$ cat config.mk
export PLATFORM = sky130hd
export DESIGN_NAME = serial_wb_master
export DESIGN_NICKNAME = d
export VERILOG_FILES = /design/src/rtl/serial_wb_pkg.sv /design/src/rtl/serial_wb_timer.sv /design/src/rtl/serial_wb_master.sv
export SDC_FILE = /design/constraint.sdc
export NUM_CORES = 1
export LEC_CHECK = 0
export CORE_ASPECT_RATIO = 1.2
export CORE_MARGIN = 8
export CORE_UTILIZATION = 45
export DETAILED_ROUTE_END_ITERATION = 12
export PLACE_DENSITY = 0.64
export RECOVER_POWER = 50
export SYNTH_ARGS = -nofsm -noshare
export SYNTH_HDL_FRONTEND = slang
export SYNTH_SLANG_ARGS = --single-unit
$ cat constraint.sdc
create_clock -name clk_i -period 3.45 [get_ports clk_i]
set_input_delay 0.8625 -clock clk_i [delete_from_list [all_inputs] [get_ports clk_i]]
set_output_delay 0.8625 -clock clk_i [all_outputs]
set_load 0.1 [all_outputs]
$ cat src/rtl/serial_wb_pkg.sv
// Shared definitions for the serial-to-bus bridge:
// command codes, FSM states and the command decoder.
package serial_wb_pkg;

  localparam logic [7:0] CMD_WR_INC = 8'h57;
  localparam logic [7:0] CMD_WR_FIX = 8'h77;
  localparam logic [7:0] CMD_RD_INC = 8'h52;
  localparam logic [7:0] CMD_RD_FIX = 8'h72;

  typedef enum logic [2:0] {
    ST_IDLE,
    ST_ADDR,
    ST_COUNT,
    ST_WDATA,
    ST_RSTROBE,
    ST_RSEND
  } state_t;

  typedef struct packed {
    logic valid;
    logic rd;
    logic inc;
  } cmd_t;

  function automatic cmd_t decode_cmd(input logic [7:0] b);
    cmd_t c;
    c = '0;
    unique case (1'b1)
      (b == CMD_WR_INC): c = '{valid: 1'b1, rd: 1'b0, inc: 1'b1};
      (b == CMD_WR_FIX): c = '{valid: 1'b1, rd: 1'b0, inc: 1'b0};
      (b == CMD_RD_INC): c = '{valid: 1'b1, rd: 1'b1, inc: 1'b1};
      (b == CMD_RD_FIX): c = '{valid: 1'b1, rd: 1'b1, inc: 1'b0};
      default:           c = '0;
    endcase
    return c;
  endfunction

endpackage

$ cat src/rtl/serial_wb_timer.sv
// Inter-byte idle timer: counts enabled cycles,
// flags the cycle in which the idle limit is reached.
module serial_wb_timer #(
  parameter int unsigned TIMEOUT_CYCLES = 1000000,
  parameter int unsigned TIMER_W        = 20
) (
  input  logic clk_i,
  input  logic rstn_i,
  input  logic clr,
  input  logic en,
  output logic expired
);

  localparam logic [TIMER_W-1:0] LAST =
    TIMER_W'(TIMEOUT_CYCLES - 1);

  logic [TIMER_W-1:0] cnt;

  // A clear (new byte) always beats expiry.
  assign expired = en && !clr && (cnt == LAST);

  // Idle counter; restarts on clear or once expired.
  always_ff @(posedge clk_i or negedge rstn_i) begin
    if (!rstn_i) begin
      cnt <= '0;
    end else if (clr || expired) begin
      cnt <= '0;
    end else if (en) begin
      cnt <= cnt + 1'b1;
    end
  end

endmodule

$ cat src/rtl/serial_wb_master.sv
// Byte-stream command parser driving a simple
// strobe-based register bus, with read responses.
module serial_wb_master
  import serial_wb_pkg::*;
#(
  parameter int unsigned TIMEOUT_CYCLES = 1000000,
  parameter int unsigned TIMER_W        = 20
) (
  input  logic       clk_i,
  input  logic       rstn_i,
  input  logic [7:0] rx_data_i,
  input  logic       rx_valid_i,
  output logic [7:0] tx_data_o,
  output logic       tx_valid_o,
  input  logic       tx_ready_i,
  output logic [7:0] address_o,
  output logic [7:0] data_o,
  output logic       writestrobe_o,
  output logic       readstrobe_o,
  input  logic [7:0] data_i,
  output logic       busy_o,
  output logic       timeout_o
);

  state_t     state;
  logic       inc_q;
  logic       rd_q;
  logic [8:0] count_q;
  cmd_t       cmd;
  logic       tmr_clr;
  logic       tmr_en;
  logic       tmr_exp;

  assign cmd     = decode_cmd(rx_data_i);
  assign busy_o  = (state != ST_IDLE);
  assign tmr_clr = rx_valid_i || (state == ST_IDLE);
  assign tmr_en  = (state == ST_ADDR)
                || (state == ST_COUNT)
                || (state == ST_WDATA);

  serial_wb_timer #(
    .TIMEOUT_CYCLES (TIMEOUT_CYCLES),
    .TIMER_W        (TIMER_W)
  ) u_timer (
    .clk_i   (clk_i),
    .rstn_i  (rstn_i),
    .clr     (tmr_clr),
    .en      (tmr_en),
    .expired (tmr_exp)
  );

  // Command FSM with registered bus and tx outputs.
  always_ff @(posedge clk_i or negedge rstn_i) begin
    if (!rstn_i) begin
      state         <= ST_IDLE;
      inc_q         <= 1'b0;
      rd_q          <= 1'b0;
      count_q       <= '0;
      address_o     <= '0;
      data_o        <= '0;
      tx_data_o     <= '0;
      tx_valid_o    <= 1'b0;
      writestrobe_o <= 1'b0;
      readstrobe_o  <= 1'b0;
      timeout_o     <= 1'b0;
    end else begin
      writestrobe_o <= 1'b0;
      readstrobe_o  <= 1'b0;
      timeout_o     <= 1'b0;
      unique case (state)
        ST_IDLE: begin
          if (rx_valid_i && cmd.valid) begin
            inc_q <= cmd.inc;
            rd_q  <= cmd.rd;
            state <= ST_ADDR;
          end
        end
        ST_ADDR: begin
          if (rx_valid_i) begin
            address_o <= rx_data_i;
            state     <= ST_COUNT;
          end else if (tmr_exp) begin
            state     <= ST_IDLE;
            timeout_o <= 1'b1;
          end
        end
        ST_COUNT: begin
          if (rx_valid_i) begin
            count_q <= {(rx_data_i == 8'h00), rx_data_i};
            if (rd_q) begin
              state        <= ST_RSTROBE;
              readstrobe_o <= 1'b1;
            end else begin
              state <= ST_WDATA;
            end
          end else if (tmr_exp) begin
            state     <= ST_IDLE;
            timeout_o <= 1'b1;
          end
        end
        ST_WDATA: begin
          // Retire the strobe issued last cycle.
          if (writestrobe_o) begin
            count_q <= count_q - 9'd1;
            if (inc_q) address_o <= address_o + 8'd1;
            if (count_q == 9'd1) state <= ST_IDLE;
          end
          if (rx_valid_i
              && !(writestrobe_o && count_q == 9'd1)) begin
            data_o        <= rx_data_i;
            writestrobe_o <= 1'b1;
          end else if (tmr_exp) begin
            state     <= ST_IDLE;
            timeout_o <= 1'b1;
          end
        end
        ST_RSTROBE: begin
          tx_data_o  <= data_i;
          tx_valid_o <= 1'b1;
          state      <= ST_RSEND;
        end
        ST_RSEND: begin
          if (tx_ready_i) begin
            tx_valid_o <= 1'b0;
            count_q    <= count_q - 9'd1;
            if (inc_q) address_o <= address_o + 8'd1;
            if (count_q == 9'd1) begin
              state <= ST_IDLE;
            end else begin
              state        <= ST_RSTROBE;
              readstrobe_o <= 1'b1;
            end
          end
        end
        default: state <= ST_IDLE;
      endcase
    end
  end

endmodule
== Yosys cells after proc, flatten, opt, wreduce, memory -nomap -nowiden ==
Index checks and enable logic that the tools add are counted.
Widths: inputs -> output; s select.

* Bits in registers: 62
* Output and inout port bits: 29
* Word-level logic and storage cells: 93

* Add/sub/neg operators: 3
* Equality and inequality tests: 16
* Muxes and demuxes: 37
* Reduce and logical (&&, ||, !) cells: 25

{| class="wikitable"
|+ Operators by type and width
! kind !! number
|-
| $mux 20 || 2
|-
| $mux 3 || 11
|-
| $eq 8x7->1 const B || 4
|-
| $mux 8 || 4
|-
| $mux 9 || 3
|-
| $pmux 9 s3 || 1
|-
| $pmux 8 s3 || 1
|-
| $add 20x1->20 const B || 1
|-
| $eq 20x20->1 const B || 1
|-
| $pmux 3 s6 || 1
|-
| $pmux 3 s4 || 1
|-
| $mux 1 || 10
|-
| $eq 9x1->1 const B || 1
|-
| $reduce_bool 3->1 || 3
|-
| $sub 9x1->9 const B || 1
|-
| $add 8x1->8 const B || 1
|-
| $logic_not 8->1 || 1
|-
| $ne 2x2->1 const B || 4
|-
| $reduce_and 2->1 || 4
|-
| $reduce_and 4->1 || 2
|-
| $eq 3x2->1 const B || 2
|-
| $eq 3x3->1 const B || 2
|-
| $pmux 1 s2 || 3
|-
| $logic_and 1x1->1 || 5
|-
| 7 further kinds || 12
|}

== Depth between registers and ports, before layout ==
* Depth in word-level cells: 8
* Depth in mapped cells: 7

== Cells and area by module ==
From an unflattened synthesis, not the netlist that was laid out.

* Cell total of the unflattened synthesis: 334
* Area total of the unflattened synthesis: 3295.7 um^2

{| class="wikitable"
|+ Modules (own cells, without submodules)
! module !! instances !! cells an instance !! area an instance (um^2) !! sequential area each (um^2)
|-
| serial_wb_master || 1 || 230 || 2250.9 || 1051.0
|-
| serial_wb_timer || 1 || 104 || 1044.8 || 500.5
|}

== Least setup slack after synthesis ==
Ideal clock, no wire load.

* Path type: reg2reg
* From: register state[1]
* To: register inc_q
* Setup time: 0.079 ns
* Data arrival time: 2.137 ns
* Data required time: 3.371 ns
* Slack: 1.234 ns
* Cell stages (with the launch flop): 7
* Path buffers: 1
* Clock period less this slack: 2.216 ns
* Cells stage by stage: dfrtp_1 buf_4 nor3_2 inv_1 or4_1 nor2_1 mux2i_1

* Longest elaborated chain between the ends: 2

{| class="wikitable"
|+ RTL lines
! what !! line !! text
|-
| start, declared || serial_wb_master.sv:25 || <nowiki>state_t state;</nowiki>
|-
| start signal, assigned || serial_wb_master.sv:55 || <nowiki>state <= ST_IDLE;</nowiki>
|-
| start signal, assigned || serial_wb_master.sv:75 || <nowiki>state <= ST_ADDR;</nowiki>
|-
| start signal, assigned || serial_wb_master.sv:81 || <nowiki>state <= ST_COUNT;</nowiki>
|-
| $logic_not 3->1 || serial_wb_master.sv:70 || <nowiki>unique case (state)</nowiki>
|-
| $reduce_and 2->1 (no source line) || -- ||
|-
| end signal, assigned || serial_wb_master.sv:73 || <nowiki>inc_q <= cmd.inc;</nowiki>
|-
| end, declared || serial_wb_master.sv:26 || <nowiki>logic inc_q;</nowiki>
|}

No other way between the ends.
A chain may end at the register's enable or synchronous reset.

== Final worst setup path ==
* From: input rx_valid_i
* To: register u_timer.cnt[19]

* Longest elaborated chain between the ends: 6
* Elaborated cells on any way between the ends: 7
* Those cells by class: mux (1); reduce/logical (6)

{| class="wikitable"
|+ RTL lines
! what !! line !! text
|-
| start, declared || serial_wb_master.sv:12 || <nowiki>input logic rx_valid_i,</nowiki>
|-
| $logic_or 1x1->1 * || serial_wb_master.sv:36 || <nowiki>assign tmr_clr = rx_valid_i || (state == ST_IDLE);</nowiki>
|-
| $logic_not 1->1 || serial_wb_timer.sv:20 || <nowiki>assign expired = en && !clr && (cnt == LAST);</nowiki>
|-
| $logic_and 1x1->1 (2 in series) || serial_wb_timer.sv:20 ||
|-
| $logic_or 1x1->1 * || serial_wb_timer.sv:26 || <nowiki>end else if (clr || expired) begin</nowiki>
|-
| $mux 20 / $reduce_bool 2->1 (equally long branches) || -- ||
|-
| end signal, assigned || serial_wb_timer.sv:29 || <nowiki>cnt <= cnt + 1'b1;</nowiki>
|-
| end, declared || serial_wb_timer.sv:17 || <nowiki>logic [TIMER_W-1:0] cnt;</nowiki>
|}

Every way passes the cells marked *; elsewhere a longest branch is shown, timed or not.

==> reports/results.txt <==
Clock buffer depth = 2
Fin crit share = 83.13%
Status = finished with violations
Psw = 1.691 mW
CP top delay family = simple AND/OR/NAND/NOR gates
Post-CTS setup buffer count = 0
Grt ovf = 0
Detailed placement HPWL = 6305 um
CP max-delay cell = or4_1
Multi-input gate area = 1725 um2
Clk_lat worst skew = 0.33 ns
Drt total wl = 8599 um
CTS H-tree depth = 3
Worst slew pin tran = 1.788 ns
Leading cell types in the layout, fill and taps excluded = dfrtp_1, a21oi_1, buf_4
TritonCTS clock tree = built
Die W = 95.59 um
Post_cts resized = 0
Power Dens Cells = 832.6 nW/um2
Via count = 2893
Final net count = 411
Synth cell types = 60
Setup crit start = rx_valid_i
Port Buf Inserts = 48
Fmax = 348.7 MHz
Syn Inst Count = 338
HP Class = register to register
Synth Cell Area = 3421 um2
Non-Filler Instances = 484
Dpl ws = 0.6132 ns
Net count after synthesis = 362
Worst path cell trace = dlygate4sd3_1, clkbuf_1, nor2b_1, or4_1, or4_1, a21oi_1
Drt first pass iters = 4
Total CTS buffers = 9
Clock transition at path regs = 0.07 ns
Routability Congestion = 0.8858
Synth warnings = 0
Post-synth ARST share = 100.0%
Vias in the first global route = 2859
Largest net degree at the start of global routing = 34
Crit path max fanout = 12
Slowest stage delay, CP = 0.61 ns
Failing checks = max-capacitance violations, max-slew violations
Min Hold Slack = 0.5099 ns
Worst hold start = tx_data_o[0]
DRC Markers = 0
Worst EP required = 3.71 ns
CP bufs+invs = 2
ANT cells = 0
Sw frac = 50.39%
Synth Flop Type = dfrtp_1
Maximum clock skew at final layout = 0.008604 ns
Dpl cell area = 3905 um2
Setup TNS = 0 ns
Max Cap Viol = 2
Post-layout min period = 2.868 ns
# clock sinks = 62
Comb power frac = 50.2%
First-pass GRT wire length = 14530 um
CTS Hold Bufs = 0
Total GRT Usage = 17.16%
Worst Path Arrival = 3.13 ns
Post-synth EDFFs = 0
Sequential area share after synthesis = 45.35%
Leakage power figure = 1.651 nW
CP endpoint kind = register
Critical path startpoint category = input pin
Root Buffer = clkbuf_8
Wire per inst = 17.77 um
Rel. slew slack = -19.23%
Sequential power share = 31.5%
Antenna violations before repair = 0
Layout cells sized above 1 = 18.62%
Max Transition Viols Final = 64
Final Hold Viols = 0
Area grow syn2layout = 17.81%
Reg area = 1551 um2
Commonest non-fill, non-tap cell in the layout = dfrtp_1
Final core occ = 53.51%
Synth Register Bits = 62
RSZ-0062 raised after global routing = no
# IOs = 49
Most used cell, CP = or4_1
Initial Util = 45.42%
Starting DRT DRC Count = 170
Setup Crit Path Kind = input pin to register
Clock share of power = 18.3%
Die area = 10660 um2
Avg Inst Size Synth = 10.12 um2
Final instance area = 4030 um2
Filler instances = 707
Setup ws final = 0.5820 ns
Via density per instance = 5.977
Internal power = 1.665 mW
Final setup fails = 0
Post-route ant nets = 0
Dpl cells = 468
Die Ht = 111.5 um
Maximum vdd drop = 0.4776 mV
CORE AREA = 7532 um2
Std-Cell Rows = 35
Tot Pwr = 3.355 mW
Launch point of the worst reg-to-reg path = state[0]
-- cells by family after synthesis --
family,Yosys count,share of synthesized area (%)
AOI/OAI and AO/OA,96,19.71
xor gates and xnor gates,10,2.560
adders and majority gates,4,1.463
buffers and inverters,32,4.060
DFF,62,45.35
muxes,20,6.474
and+or+nand+nor,114,20.37
-- flip-flops by register name, indices dropped and copies added, names as in the netlist, 3 cells and up --
register,flops
tx_data_o,8
data_o,8
u_timer.cnt,20
address_o,8
state,3
count_q,9
-- area by class of cell --
| class | instances | area share (%) |
|---|---|---|
| Tap cell | 92 | 2.856 |
| Clock inverter | 4 | 1.180 |
| Sequential cell | 62 | 38.50 |
| Inverter | 16 | 1.490 |
| Timing Repair Buffer | 54 | 9.811 |
| Multi-Input combinational cell | 244 | 42.81 |
| Clock buffer | 12 | 3.353 |
-- power by group through the flow --
| stage | sequential [mW] | combinational (mW) | clock, mW |
|---|---|---|---|
| 6_report | 1.06 | 1.68 | 0.614 |
| 5_1_grt | 1.08 | 1.77 | 0.658 |
| 4_1_cts | 1.06 | 1.73 | 0.626 |
| 3_5_place_dp | 1.07 | 1.72 | 0 |
| 3_3_place_gp | 1.07 | 1.71 | 0 |
| 2_1_floorplan | 1.76 | 0.638 | 0 |
-- Yosys cell counts, types with 3 or more instances --
cell type  instances  area, um2
nand4_1            9      56.30
o211ai_1           5      37.54
or3_1              8      50.05
nand2_1           13      48.80
and3b_1            3      26.28
and2_1             4      25.02
nand3_1            8      40.04
xor2_1             5      43.79
o2bb2ai_1          5      43.79
nor4_1             9      56.30
a21boi_0           3      22.52
o21bai_1           3      22.52
nor2_1            10      37.54
a2bb2oi_1          5      43.79
inv_1             16      60.06
xnor2_1            5      43.79
mux2_2            17      191.4
mux2i_1            3      30.03
o31ai_1            3      22.52
buf_2              6      30.03
dfrtp_1           62       1551
a211oi_1           3      22.52
o22ai_1           11      68.82
clkbuf_1           6      22.52
or4_1              8      60.06
a31oi_1            8      50.05
o21ai_0            8      40.04
nor2b_1            7      43.79
o22a_1             5      43.79
a21oi_1           23      115.1
nor2_2             8      50.05
nor3_1             8      40.04
ha_1               4      50.05
-- layer usage --
metal | up-vias | wire length (um) | global-route usage (%)
met3 | 14 | 337 | 3.028
met2 | 81 | 4435 | 27.86
met5 | - | 0 | 0
met4 | 0 | 162 | 7.297
met1 | 1428 | 3664 | 21.54
li1 | 1370 | - | -
-- final timing paths --
check,endpoint,slack [ns],cells past startpoint
max in group asynchronous,count_q[1],1.31,2
worst min register to register,tx_data_o[0],0.51,1
worst min-delay path,tx_data_o[0],0.51,1
worst max-delay path,u_timer.cnt[19],0.58,6
worst max register to register,u_timer.cnt[15],0.90,5
min in group asynchronous,u_timer.cnt[19],1.01,2
Power figures use the tool's default switching activity.
